## src/rtl/mem_arbiter.sv

```systemverilog
// Round-robin arbiter sharing one main-memory port between the icache (c0) and dcache (c1).
// Holds the grant for one full transaction: address + write beat, or address + BEATS read beats.
module mem_arbiter #(
  parameter int ADDR_BITS = 28,
  parameter int DATA_BITS = 128,
  parameter int BEATS     = 4
) (
  input  logic                   clk,
  input  logic                   reset,

  input  logic                   c0_req_valid,
  output logic                   c0_req_ready,
  input  logic [ADDR_BITS-1:0]   c0_req_addr,
  input  logic                   c0_req_rw,
  input  logic                   c0_req_data_valid,
  output logic                   c0_req_data_ready,
  input  logic [DATA_BITS-1:0]   c0_req_data_bits,
  input  logic [DATA_BITS/8-1:0] c0_req_data_mask,
  output logic                   c0_resp_valid,
  output logic [DATA_BITS-1:0]   c0_resp_data,

  input  logic                   c1_req_valid,
  output logic                   c1_req_ready,
  input  logic [ADDR_BITS-1:0]   c1_req_addr,
  input  logic                   c1_req_rw,
  input  logic                   c1_req_data_valid,
  output logic                   c1_req_data_ready,
  input  logic [DATA_BITS-1:0]   c1_req_data_bits,
  input  logic [DATA_BITS/8-1:0] c1_req_data_mask,
  output logic                   c1_resp_valid,
  output logic [DATA_BITS-1:0]   c1_resp_data,

  output logic                   mem_req_valid,
  input  logic                   mem_req_ready,
  output logic [ADDR_BITS-1:0]   mem_req_addr,
  output logic                   mem_req_rw,
  output logic                   mem_req_data_valid,
  input  logic                   mem_req_data_ready,
  output logic [DATA_BITS-1:0]   mem_req_data_bits,
  output logic [DATA_BITS/8-1:0] mem_req_data_mask,
  input  logic                   mem_resp_valid,
  input  logic [DATA_BITS-1:0]   mem_resp_data
);

  localparam int MASK_BITS = DATA_BITS / 8;
  localparam int CNT_BITS  = (BEATS > 1) ? $clog2(BEATS) : 1;
  localparam logic [CNT_BITS-1:0] LAST_BEAT = CNT_BITS'(BEATS - 1);

  typedef enum logic [1:0] {IDLE, ADDR, WDATA, RRESP} state_t;

  state_t                state, state_nxt;
  logic                  owner, owner_nxt;
  logic                  last, last_nxt;
  logic [CNT_BITS-1:0]   cnt, cnt_nxt;

  logic                  own_req_valid;
  logic [ADDR_BITS-1:0]  own_req_addr;
  logic                  own_req_rw;
  logic                  own_data_valid;
  logic [DATA_BITS-1:0]  own_data_bits;
  logic [MASK_BITS-1:0]  own_data_mask;

  logic                  grant_req_ready;
  logic                  grant_data_ready;
  logic                  grant_resp_valid;

  assign own_req_valid  = owner ? c1_req_valid      : c0_req_valid;
  assign own_req_addr   = owner ? c1_req_addr       : c0_req_addr;
  assign own_req_rw     = owner ? c1_req_rw         : c0_req_rw;
  assign own_data_valid = owner ? c1_req_data_valid : c0_req_data_valid;
  assign own_data_bits  = owner ? c1_req_data_bits  : c0_req_data_bits;
  assign own_data_mask  = owner ? c1_req_data_mask  : c0_req_data_mask;

  // NOTE: state registers use non-blocking assignments so every flop samples pre-edge values.
  always_ff @(posedge clk) begin
    if (reset) begin
      state <= IDLE;
      owner <= 1'b0;
      last  <= 1'b1;
      cnt   <= '0;
    end else begin
      state <= state_nxt;
      owner <= owner_nxt;
      last  <= last_nxt;
      cnt   <= cnt_nxt;
    end
  end

  // NOTE: every output of this block gets a default first, so no path can infer a latch.
  always_comb begin
    state_nxt          = state;
    owner_nxt          = owner;
    last_nxt           = last;
    cnt_nxt            = cnt;
    mem_req_valid      = 1'b0;
    mem_req_addr       = '0;
    mem_req_rw         = 1'b0;
    mem_req_data_valid = 1'b0;
    mem_req_data_bits  = '0;
    mem_req_data_mask  = '0;
    grant_req_ready    = 1'b0;
    grant_data_ready   = 1'b0;
    grant_resp_valid   = 1'b0;

    case (state)
      IDLE: begin
        if (c0_req_valid && c1_req_valid) begin
          owner_nxt = ~last;
          state_nxt = ADDR;
        end else if (c0_req_valid) begin
          owner_nxt = 1'b0;
          state_nxt = ADDR;
        end else if (c1_req_valid) begin
          owner_nxt = 1'b1;
          state_nxt = ADDR;
        end
      end

      ADDR: begin
        // A client that drops valid here keeps the grant; memory just sees valid fall.
        mem_req_valid   = own_req_valid;
        mem_req_addr    = own_req_addr;
        mem_req_rw      = own_req_rw;
        grant_req_ready = mem_req_ready;
        if (own_req_valid && mem_req_ready) begin
          if (own_req_rw) begin
            state_nxt = WDATA;
          end else begin
            state_nxt = RRESP;
            cnt_nxt   = '0;
          end
        end
      end

      WDATA: begin
        mem_req_data_valid = own_data_valid;
        mem_req_data_bits  = own_data_bits;
        mem_req_data_mask  = own_data_mask;
        grant_data_ready   = mem_req_data_ready;
        if (own_data_valid && mem_req_data_ready) begin
          last_nxt  = owner;
          state_nxt = IDLE;
        end
      end

      RRESP: begin
        grant_resp_valid = mem_resp_valid;
        if (mem_resp_valid) begin
          if (cnt == LAST_BEAT) begin
            last_nxt  = owner;
            cnt_nxt   = '0;
            state_nxt = IDLE;
          end else begin
            cnt_nxt = cnt + CNT_BITS'(1);
          end
        end
      end

      default: state_nxt = IDLE;
    endcase
  end

  // Only the handshake strobes are routed; response data is broadcast to both clients.
  assign c0_req_ready      = grant_req_ready  & ~owner;
  assign c1_req_ready      = grant_req_ready  &  owner;
  assign c0_req_data_ready = grant_data_ready & ~owner;
  assign c1_req_data_ready = grant_data_ready &  owner;
  assign c0_resp_valid     = grant_resp_valid & ~owner;
  assign c1_resp_valid     = grant_resp_valid &  owner;
  assign c0_resp_data      = mem_resp_data;
  assign c1_resp_data      = mem_resp_data;

endmodule

```

## config.mk

```make
export PLATFORM = sky130hd
export DESIGN_NAME = mem_arbiter
export DESIGN_NICKNAME = d
export VERILOG_FILES = /design/src/rtl/mem_arbiter.sv
export SDC_FILE = /design/constraint.sdc
export NUM_CORES = 1
export LEC_CHECK = 0
export CAP_MARGIN = 10
export CORE_AREA = 2 2 361 363
export DETAILED_ROUTE_END_ITERATION = 8
export DIE_AREA = 0 0 363 365
export PLACE_DENSITY = 0.32
export SYNTH_ARGS = -nofsm -noshare
export SYNTH_HDL_FRONTEND = slang
export SYNTH_SLANG_ARGS = --single-unit
```

## constraint.sdc

```tcl
create_clock -name clk -period 1.3 [get_ports clk]
set_input_delay 0.26 -clock clk [delete_from_list [all_inputs] [get_ports clk]]
set_output_delay 0.26 -clock clk [all_outputs]
set_load 0.005 [all_outputs]
```

==> flow_metrics.tcl <==
set metrics [dict create \
    slowest_delay_ps 390 \
    drive_above_1_share_pct 52.0 \
    synth_top_area_share_pct 39.4 \
    synthArstFlopShare_pct 0 \
    port_buffers 535 \
    yosys.area.top_type "buf_4" \
    cts_root_buffer "clkbuf_16" \
    setup_tns_ps -102030 \
    synth.distinct_cells 23 \
    detail_route.wl_per_cell_um 23.3 \
    die_h_um 365 \
    period_needed_ps 2010 \
    rsz0062_at_grt "yes" \
    max_cap_violations 0 \
    dp_hpwl_um 57200 \
    worst_slack_ps -712 \
    antenna_cells 0 \
    synth_warnings 0 \
    yosys-top-cells-count "buf_4 (258), nor2_1 (184), mux2i_1 (179)" \
    antenna_found_initial 12 \
    cp.required_ps 1040 \
    grt_max_degree 24 \
    nets 1646 \
    synthTopCellsByArea "buf_4 (39%), mux2i_1 (36%), nor2_1 (14%)" \
    ioPinCount 920 \
    path_clk_slew_ps 40 \
    clkPwrFrac_pct 3.9 \
    grt_pass1_wl_um 79100 \
    leakage_uw 0.00517 \
    synthMostInstantiatedCell "buf_4" \
    tightest_slew_ps 368 \
    clock_skew_ps 1.08 \
    critPathSlowestCell "dfxtp_4" \
    synth_area_sq_um 4920 \
    syn_avg_cell_area_sq_um 7.04 \
    finalHoldViolCount 0 \
    post-place-ws_ps -1030 \
    clock_latency_ps 230 \
    synthFlopType "dfxtp_1" \
    outcome "finished, violations left" \
    fp.coreArea_sq_um 129000 \
    cellPowerDensity_nw_per_um2 888 \
    pwr-share-comb_pct 93.9 \
    slew_headroom_pct 74.9 \
    chipWidth_um 363 \
    startpoint_type "register" \
    viasPerCell 2.31 \
    nFillCells 14700 \
    hold_path_class "reg -> reg" \
    numCtsBuffers 3 \
    drc 0 \
    crit_chain "buf_12, buf_16, buf_12, mux2i_4, buf_6, nor2_4, buf_6" \
    grtUsageTotal_pct 9.42 \
    arrival_ps 1750 \
    syn_inst 699 \
    peakVddDrop_v 0.000502 \
    row_count 132 \
    synth_edf_count 0 \
    drv_slew 0 \
    cts_tree "built" \
    fmax_mhz 497 \
    clock_path_buffers 2 \
    placed_cell_area_sq_um 11500 \
    finalSetupViolCount 186 \
    drtAntennaViolNets 0 \
    end_kind "output pin" \
    fin_crit_sh_pct 155 \
    routed_wl_um 66200 \
    power.switching_uw 5490 \
    overflow 0 \
    drtPass1Iterations 4 \
    syn-num-nets 1183 \
    cp_max_fo 6 \
    ctsHtreeMaxLevel 1 \
    placed_cells 2691 \
    synthToLayoutAreaGrowth_pct 203 \
    die_area_sq_um 132000 \
    routabilityCongestion 0.733 \
    drt-initial-drc-count 138 \
    final-seq-area_sq_um 131 \
    cts_sinks 6 \
    postCtsHoldBufs 0 \
    start_util_pct 3.82 \
    grt_pass1_vias 6925 \
    dr_total_vias 6558 \
    final_cells 2836 \
    final_util_pct 11.6 \
    yosysSeqAreaShare_pct 2.44 \
    postLayoutCellArea_sq_um 14900 \
    intPower_uw 7720 \
    yosys_register_bits 6 \
    p_sw_share_pct 41.5 \
    seq_power_share_pct 2.2 \
    violations "setup timing" \
    multi_input_area_sq_um 4310 \
    critPathKind "reg -> out" \
]
==> per-stage QoR <==
step	power [uW]	hold slack (ps)
finish	13200	476
global placement	9000	468
floorplan	3410	425
global route	14100	495
detailed placement	8920	470
CTS	12800	479
==> routing by layer <==
| metal | up-vias | global-route usage (%) | wire [um] |
|---|---|---|---|
| li1 | 2944 | - | - |
| met1 | 2972 | 10.6 | 25400 |
| met2 | 593 | 15.1 | 29900 |
| met3 | 31 | 6.53 | 10500 |
| met4 | 18 | 0.700 | 417 |
| met5 | - | 0 | 114 |
==> layout make-up <==
class                   instances  area share (%)
clock buffers                   4           0.530
inverters                       4           0.151
multi-input cells             391            28.9
flip-flops and latches          6           0.883
well taps                    1675            14.1
repair buffers                756            55.4
==> path summary, 6_finish.rpt <==
kind              start                   end  slack (ps)  cells past startpoint
hold reg to reg    last                  last         480                      2
setup / recovery  owner  mem_req_data_bits[4]        -710                      7
setup reg to reg  owner              state[1]        -590                      8
hold / removal     last                  last         480                      2
==> worst max-delay path, delay by kind of cell, from the launching register on <==
family        cells  cell delay (ps)
buf+inv           5              730
flops             1              390
mux               1              330
simple gates      1               30
==> placed cells by master (no fill, tap or decap), types with 2 or more instances in the layout <==
cell type        synthesis  layout
clkdlybuf4s50_1          0     354
buf_6                    0     116
nor2_1                 184     102
buf_2                   26      93
buf_12                   0      90
mux2i_4                  0      88
mux2i_1                179      76
buf_4                  258      59
nor2_2                   0      46
nor2_4                   0      36
buf_8                    0      23
mux2i_2                  0      15
clkbuf_2                 0      10
buf_16                   0       8
nand2_1                  8       6
nand2b_1                 5       4
clkbuf_16                0       3
dfxtp_1                  6       3
dfxtp_4                  0       3
inv_1                    4       2
nor3_4                   0       2
bufbuf_16                0       2
==> state kept, by name (all words and copies together), names as in the netlist <==
register  flops
last          1
owner         1
state         2
cnt           2
==> power by group through the flow <==
stage / clock network [uW] / logic, uW / registers, uW
after global placement: 0 / 8730 / 271
final: 521 / 12400 / 290
after global routing: 547 / 13200 / 296
after floorplan: 0 / 3170 / 237
after CTS: 532 / 12000 / 288
after detailed placement: 0 / 8650 / 272
==> logic make-up after synthesis <==
family,synth area share [%]
AOI/OAI and AO/OA,1.12
adders and majority gates,0.254
buffers and inverters,43.4
DFF,2.44
muxes,36.7
and+or+nand+nor,16.1
==> repair_timing <==
action | CTS | global route
pin swaps | 54 | 75
setup endpoints to repair | 186 | 187
cloned | 9 | 0
setup buffers | 128 | 45
hold endpoints to repair | 0 | 0
gates resized for setup | 814 | 221
No activity file was read; power rests on OpenSTA's default activity.
==> RTL edit, RTL diff (same flow settings) <==
`DATA_BITS`: 128 -> 64.
--- a/src/rtl/mem_arbiter.sv
+++ b/src/rtl/mem_arbiter.sv
@@ -4,3 +4,3 @@
   parameter int ADDR_BITS = 28,
-  parameter int DATA_BITS = 128,
+  parameter int DATA_BITS = 64,
   parameter int BEATS     = 4
Ports: changed (9 resized); port bits go from 920 to 512. No check against the original RTL was run, so the function may have changed too.
==> RTL edit against the unedited design <==
The flow still finishes with violations (setup timing); synthesized area decreased by 41%; routed wire length down 52%; cell area fell by 39%; power is 46% lower; worst setup slack got worse by 0.033 ns; clock skew about the same; count of clock-buffer cells in the layout is the same; via count is 41% lower; critical endpoint is now mem_req_addr[6]; global-route usage decreased by 5.1 points; sequential power fell by 11%; sequential cell count unchanged; fmax down 1.6%.
==> RTL edit: results <==
[routing]
firstDrtPassIters = 4
via_per_inst = 1.623
drt_wl_total_um = 31650
drt_iter0_drc = 83
dr_total_vias = 3872

[status]
status = "finished with violations"
violations = "setup timing"

[layout]
n_antenna_cell = 0
reg_top3 = "cnt (2), state (2)"
post_route_cells_drive_above_1_share_pct = 43.04
final_nets = 988

[synth]
synth_commonest_cells = "129 x buf_4, 112 x nor2_1, 107 x mux2i_1"
muxShareOfSynthArea_pct = 37.49
seq_area_frac_synth_pct = 4.161
yosys_warnings = 0
yosys-top-cells-area = "mux2i_1 37%, buf_4 34%, nor2_1 15%"
synth_xor_area_share_pct = 0
synthAdderAreaFrac_pct = 0.4335
ys.flop_type = "dfxtp_1"
synth_cell_type_count = 23
synth-compound-area-share_pct = 1.907
postSynthNetCount = 687
avgSynthCellArea_um2 = 7.023
async_flop_share_pct = 0

[power]
ir_drop_v = 0.0003673
p_leak_nw = 3.111

[global_routing]
gr-usage-met3_pct = 4.112
use_met1_pct = 4.068
track_usage_pct = 4.328
grt_antenna_before_repair = 4
use_met2_pct = 6.758
grt_pass1_wl_um = 37200
grt_max_degree = 30

[cts]
cts-root-buf = "clkbuf_16"
cts_buffers = 3
clkTransAtPathRegs_ns = 0.04
htree_levels = 1
clock_latency_ns = 0.23
cts.path.max_buffers = 2

[setup_path]
rr_worst_depth = 8
arrival_ns = 1.79
cp_max_fo = 4

[place]
dp.cells = 2314
dpl_cell_area_mm2 = 0.007761
dp_hpwl_um = 27530
globalplace.congestion = 0.6680
place.port_buffers = 319

[timing]
setup_viol = 115
clock_skew_ns = 0.0008395
slew_headroom_pct = 79.39
worst_slack_ns = -0.7451

[hold_path]
hp-class = "flop to flop"
whs_path_depth = 2
RTL edit: cells by family after synthesis:
group / Yosys count
DFF: 6
adders and majority gates: 1
and+or+nand+nor: 132
muxes: 108
AOI/OAI and AO/OA: 6
buffers and inverters: 158
RTL edit: final cells by class:
type	instances	area [µm²]
flip-flops and latches	6	126.4
multi-input cells	247	2207
clock buffers	4	78.83
fillers	15100	119600
well taps	1675	2096
inverters	4	22.52
repair buffers	450	4504
RTL edit: timing repair:
action | 4_1_cts | 5_1_grt
resized for setup | 189 | 310
endpoints found under the setup margin | 114 | 115
setup buffers | 17 | 55
pin swaps | 7 | 33
cloned | 3 | 3
RTL edit: per-stage QoR:
stage               TNS [ns]  setup slack [ns]
floorplan            -0.2204          -0.03704
global placement      -59.85           -0.8962
detailed placement    -60.16           -0.8981
CTS                   -77.69           -0.8922
global route          -64.23           -0.8502
finish                -55.80           -0.7451
RTL edit: layer usage:
layer  vias up  part of all wire (%)
li1       1814                     -
met1      1656                    33
met2       372                    42
met3        26                    23
met4         4                   2.5
met5         -                 0.054
RTL edit: path summary, 6_finish.rpt:
kind	startpoint	slack, ns	to
min	last	0.47	last
max	owner	-0.75	mem_req_addr[6]
max reg2reg	owner	-0.56	state[1]
min reg2reg	last	0.47	last
RTL edit: worst max-delay path, stage by stage (launching register included):
cell	delay, ns
dfxtp_4	0.34
buf_12	0.14
buf_12	0.14
buf_16	0.14
buf_12	0.12
buf_8	0.11
buf_6	0.11
buf_6	0.10
mux2i_1	0.13
nor2_1	0.05
buf_2	0.13
RTL edit: where the power goes:
part | leakage [nW] | switching (mW) | internal [mW]
Combinational | 3.02 | 2.72 | 3.57
Sequential | 0.0503 | 0.0311 | 0.226
Clock | 0.0382 | 0.120 | 0.409
